<file path="config.mk">
export PLATFORM = sky130hd
export DESIGN_NAME = led
export DESIGN_NICKNAME = d
export VERILOG_FILES = /design/src/rtl/led.sv
export SDC_FILE = /design/constraint.sdc
export NUM_CORES = 1
export LEC_CHECK = 0
export BUFFER_PORTS_ARGS = -buffer_cell sky130_fd_sc_hd__buf_2
export CAP_MARGIN = 10
export CORE_ASPECT_RATIO = 0.8
export CORE_UTILIZATION = 42
export CTS_BUF_LIST = sky130_fd_sc_hd__clkbuf_8
export CTS_CLUSTER_SIZE = 16
export DETAILED_ROUTE_END_ITERATION = 10
export PLACE_DENSITY_LB_ADDON = 0.12
export SETUP_SLACK_MARGIN = 0.02
export SYNTH_ARGS = -nofsm -noshare
export SYNTH_HDL_FRONTEND = slang
export SYNTH_SLANG_ARGS = --single-unit
</file>
<file path="constraint.sdc">
create_clock -name clk -period 3.35 [get_ports clk]
set_input_delay 0.67 -clock clk [delete_from_list [all_inputs] [get_ports clk]]
set_output_delay 0.67 -clock clk [all_outputs]
set_load 0.02 [all_outputs]
</file>
<file path="src/rtl/led.sv">
// led: retriggerable pulse stretcher for a front-panel LED.
//
// A trigger of one or more cycles produces an out pulse COUNT clk cycles long.
// With RETRIG=1 a trigger during an active pulse restarts the count. With
// RETRIG=0 such a trigger is ignored.
//
// Ports
//   clk   system clock; everything updates on its rising edge
//   rst   synchronous reset, active-high, has priority over trig
//   trig  trigger strobe, level-sampled on each edge
//   out   LED drive, registered, active-high; out == (cnt != 0)
module led #(
  parameter int COUNT  = 4000000,
  parameter bit RETRIG = 1'b1
) (
  input  logic clk,
  input  logic rst,
  input  logic trig,
  output logic out
);

  // Widen before adding 1 so that COUNT = 2**31-1 does not overflow.
  localparam int CW_RAW = $clog2(longint'(COUNT) + 64'sd1);
  localparam int CW     = (CW_RAW < 1) ? 1 : CW_RAW;

  if (COUNT < 1) begin : g_bad_count
    $fatal(1, "led: COUNT must be at least 1");
  end

  logic [CW-1:0] cnt;

  // The counter is only ever loaded with COUNT or decremented while above 1.
  // It therefore settles at 0 and cannot wrap. out is registered next to cnt,
  // so trig has no combinational path to the pin.
  always_ff @(posedge clk) begin
    if (rst) begin
      cnt <= '0;
      out <= 1'b0;
    end else if (trig && (RETRIG || cnt == '0)) begin
      cnt <= CW'(COUNT);
      out <= 1'b1;
    end else if (cnt > CW'(1)) begin
      cnt <= cnt - CW'(1);
      out <= 1'b1;
    end else begin
      cnt <= '0;
      out <= 1'b0;
    end
  end

endmodule

</file>
; ---- Word-level counts from Yosys, hierarchy flattened
; Cells that the tools add are included.
[op_classes]
n_mux = 4
add_sub_neg = 1
order_cmp = 1
reduce_logical = 1
n_bitwise = 1
[op_table]
columns = op, n
row1 = 22-bit two-way mux, 2
row2 = "22-bit by 1-bit > comparator with 1-bit output, second input constant", 1
row3 = "22-bit by 1-bit subtractor with 22-bit output, second input constant", 1
row4 = 3-bit OR reduction, 1
row5 = 1-bit two-way mux, 2
row6 = 1-bit NOT, 1
[totals]
elab_cells = 11
ff_bits = 23
inputBits = 3
output_inout_bits = 1

; ---- Longest topological paths before layout
[logic_depth]
ltp_word = 3
depth_mapped = 7
ltp_nobuf = 7

; ---- Least setup slack after synthesis
; Ideal clock, no wire load.
[synth_timing]
kind = register -> register
startpoint = register cnt[16]
endpoint = register cnt[13]
n_path_buf = 1
stages_incl_launch_ff = 7
synth_period_minus_slack_ns = 1.633
setup_time_ns = 0.115
t_arrival_ns = 1.519
setup_slack_ns = 1.717
t_required_ns = 3.235
path_cell_list = dfxtp_1 -> or4_4 -> nor3_1 -> nand3_1 -> nand2_2 -> buf_6 -> nor2_1
[synth_via]
elab_chain_cells = 3
[synth_rtl]
columns = element, line
row1 = from (decl), 30  ; logic [CW-1:0] cnt;
row2 = from (signal assigned), 40  ; cnt <= CW'(COUNT);
row3 = from (signal assigned), 43  ; cnt <= cnt - CW'(1);
row4 = 22-bit by 1-bit > comparator with 1-bit output, 42  ; end else if (cnt > CW'(1)) begin
row5 = 1-bit NOT (no line), --
row6 = 3-bit OR reduction (no line), --
; Every way passes these cells.
; A chain may end at the register's enable or synchronous reset.

; ---- Final worst setup path
[layout_timing]
startpoint = register cnt[0]
endpoint = register cnt[18]
[layout_via]
elab_chain_cells = 3
word_cells_on_any_way = 4
cone_classes = add/sub: 1 / order compare: 1 / mux: 2
[layout_rtl]
columns = element, line
row1 = 22-bit by 1-bit subtractor with 22-bit output or 22-bit by 1-bit > comparator with 1-bit output (tied branches), "43, 42"
row2 = 22-bit two-way mux *, 42
row3 = 22-bit two-way mux *, 39  ; end else if (trig && (RETRIG || cnt == '0)) begin
; Every way passes the cells marked *; elsewhere a longest branch is shown, timed or not.

==> results by stage <==
Status:
- The run finished with clean final reports.

Clock tree:
- The clock network latency to the later pin of the worst-skew pair is ~0.27 ns.
- TritonCTS built the clock tree.
- Clock-pin slew was measured on the worst setup and hold paths at ~0.080 ns.
- The number of clock sinks is 23.
- Gates resized during post-CTS repair numbered 0.
- The clock tree buffer depth is 2.
- The buffer count from post-CTS setup fixing is 0.
- The hold-fix buffer count after cts is 0.
- The number of levels in the clock H-tree is 1.
- In this run the clock root is driven by a clkbuf_8.
- The clock buffer count from CTS is 3.

Layout:
- After filler insertion, the fill cell instance count of the layout stands at 216.
- The number of antenna diodes in the final layout is 0.
- Of the cells placed in the final design, the portion with a size suffix greater than 1 is about 14%.
- Across the whole layout, storage elements account for 460.4 sq um.
- The multi-input combinational cells in the finished layout cover a total of 571.8 sq um.
- The area added between synthesis and finish is 8.117%.
- In the layout the commonest cells are 24 x nor2_1, 23 x dfxtp_1, 11 x xnor2_1, 8 x a21oi_1.
- For this run, the post-layout net count is approximately 130.
- For this run, the number of standard cells in the final layout without fillers is 154.
- The commonest non-fill, non-tap cell in the layout is nor2_1.

STA:
- Setup violations remaining at the end of the flow were counted as 0.
- The highest clock frequency the design can meet is roughly 500 MHz.
- Summed over all failing endpoints, the final setup total negative slack is 0 ns.
- The number of endpoints with negative hold slack in the final report was 0.
- For the pin with the worst max-slew slack, the measured transition is 0.6099 ns.
- Across the routed clock network, the largest skew measured is about 0.0029 ns.
- Setup repair after global routing left no endpoint under its margin.
- The time the worst path needs with I/O delays and setup is 1.941 ns.
- Dividing the final minimum period by the clock period gives slightly below 60%.
- Measured against its own limit, the worst slew margin works out to 58.96%.
- The count of final max-slew check failures is 0.

GRT:
- The first global-routing pass estimated 3.153 mm of wire.
- The global-route congestion overflow total is 0.
- The via count of the first global-routing pass is 678.
- The number of antenna violations at the first check in global routing is 0.
- Across every metal layer, demand over resource in global routing totals between 10% and 20%.
- The largest net degree at the start of global routing is 16.

Critical path:
- Data on the critical path is required at its endpoint by about 3.5 ns.
- The kind of start point of the critical path is a flop.
- The highest fanout seen on the critical path is 6.
- STA classifies the critical path endpoint as a flop.
- The data arrival time at the worst-slack endpoint is between 2 and 2.5 ns.
- The type of the worst setup path is reg2reg.

Placement:
- The half-perimeter wire length after placement is 1.264 mm.
- The number of port buffers is 3.
- Once placement completed, the tool counted placed cells totaling 150.
- The last weighted congestion value of the routability-driven placer is 0.7538.

Route:
- In this run, the number of DRC markers left after iteration 0 of detailed routing was 8.
- In the routed layout, each cell is associated on average with a via count of a little under 5.
- The first detailed-routing pass ran for 5 iterations.
- The mean routed wirelength per cell is around 12 um.
- The routed layout has 762 vias.
- The number of remaining DRC errors is 0.
- The remaining antenna violation count is 0.
- For this block, the routed nets add up to around 1.8 mm of wire.

Power:
- The clock share of power is roughly a quarter.
- The share of power burned in registers is between 40% and 50%.
- The cell internal power dissipation is 0.4571 mW.
- The switching power as a share of total power is a little under a third.
- Across the VDD grid, the largest voltage drop is 0.2208 mV.
- For this design the static power due to leakage is 0.4408 nW.
- The relative contribution of combinational cells to total power is around a quarter.
- Total power for the finished layout comes to 0.6619 mW.
- The net switching power of the design is between 0.2 and 0.25 mW.
- The power density over the cells is 575.6 nW/um^2.

Yosys:
- During synthesis, Yosys emitted a total of 0 warnings.
- The synthesized net count is 120.
- The synthesized design contains 23 register bits.
- The count of mapped cells out of synthesis is between 100 and 150.
- The cell area that synthesis handed to floorplanning was 1064 sq um.
- The fraction of the yosys area taken by sequential cells is a little over two fifths.
- After synthesis, the netlist uses 32 different library cells.
- The average instance in the mapped netlist occupies roughly 9 sq um.

Worst hold path:
- The worst hold path belongs to the class reg2reg.

Die:
- The die is ~47 um tall.
- The count of pins on the block boundary is 4.
- The die width is around 60 um.
- For this configuration, the core starts out at a cell density of between 40% and 50%.
- The standard cell core area is between 2000 and 2500 sq um.
- The die covers between 2000 and 3000 sq um.
- Row generation in the floorplan step produced 15 rows.

Job:
- The tool flagged a number of max-cap violations equal to 0.
-- layout make-up --
class                      instances  share of cell area [%]
multi-input combinational         86                   49.73
sequential                        23                   40.04
tap                               34                   3.700
clock buffer                       3                   3.591
timing repair buffer               3                   1.306
inverter                           4                   1.306
clock inverter                     1                  0.3264
-- cells by family after synthesis --
family          synth area share, %
xor+xnor                      13.18
buf+inv                       2.940
simple gates                  28.94
fa+ha+maj                     2.353
compound gates                9.294
flops                         43.29
-- flip-flops by register name, indices dropped and copies added, names as in the netlist --
name,count
cnt,22
out,1
-- worst paths after layout --
| check | startpoint | endpoint | slack [ns] | depth (start not counted) |
|---|---|---|---|---|
| setup / recovery | cnt[0] | cnt[18] | 1.41 | 6 |
| hold / removal | cnt[0] | cnt[0] | 0.49 | 1 |
| setup reg to reg | cnt[0] | cnt[18] | 1.41 | 6 |
| hold reg to reg | cnt[0] | cnt[0] | 0.49 | 1 |
-- cell usage after synthesis --
library cell | instances | area (sq um)
nor3_2 | 1 | 10.01
nand2_2 | 1 | 6.260
xor2_1 | 5 | 43.79
buf_2 | 1 | 5.000
o211a_1 | 1 | 10.01
o41ai_1 | 1 | 8.760
nand4_1 | 1 | 6.260
or4_1 | 1 | 7.510
nand2_1 | 3 | 11.26
or3_2 | 1 | 7.510
nand4_2 | 1 | 12.51
a21oi_2 | 1 | 8.760
nand3b_1 | 1 | 7.510
o21ai_0 | 1 | 5.000
or2_4 | 1 | 8.760
xnor2_1 | 11 | 96.34
nor3b_2 | 1 | 12.51
nand3_1 | 3 | 15.01
nor4_1 | 5 | 31.28
or3_1 | 2 | 12.51
o31ai_1 | 2 | 15.01
nor4_4 | 1 | 21.27
or4_4 | 1 | 11.26
nor3_4 | 1 | 16.27
dfxtp_1 | 23 | 460.4
nor3_1 | 4 | 20.02
buf_6 | 1 | 11.26
ha_1 | 2 | 25.02
a21oi_1 | 8 | 40.04
inv_1 | 4 | 15.01
nor2_1 | 24 | 90.09
o21bai_2 | 1 | 11.26
-- power by group through the flow --
stage	registers (mW)	clock network [mW]	logic [mW]
final	0.329	0.170	0.163
after global routing	0.334	0.189	0.182
after CTS	0.329	0.174	0.163
after detailed placement	0.335	0	0.161
after global placement	0.335	0	0.162
after floorplan	0.331	0	0.138
-- layer usage --
| layer | track usage, % | share of wire [%] | vias up |
|---|---|---|---|
| li1 | - | - | 407 |
| met1 | 22.93 | 56 | 337 |
| met2 | 21.38 | 38 | 13 |
| met3 | 5.785 | 4.2 | 5 |
| met4 | 8.571 | 1.9 | 0 |
| met5 | 0 | 0 | - |
-- worst max-delay path: stages, from the launching register on --
cell	delay, ns
dfxtp_1	0.35
inv_1	0.07
ha_1	0.20
nor3b_2	0.47
nand4_1	0.33
o31ai_1	0.30
a21oi_1	0.09
-- stage by stage --
step                      setup slack (ns)  hold WS (ns)  utilization, %  area, sq um
after floorplan                      1.717        0.4474               -         1064
after global placement               1.432        0.4649           48.65         1105
after detailed placement             1.432        0.4785           48.65         1105
after CTS                            1.411        0.4942           50.63         1150
after global routing                 1.308        0.5232           50.63         1150
final                                1.409        0.4891           50.63         1150
No activity file was read; power rests on OpenSTA's default activity.
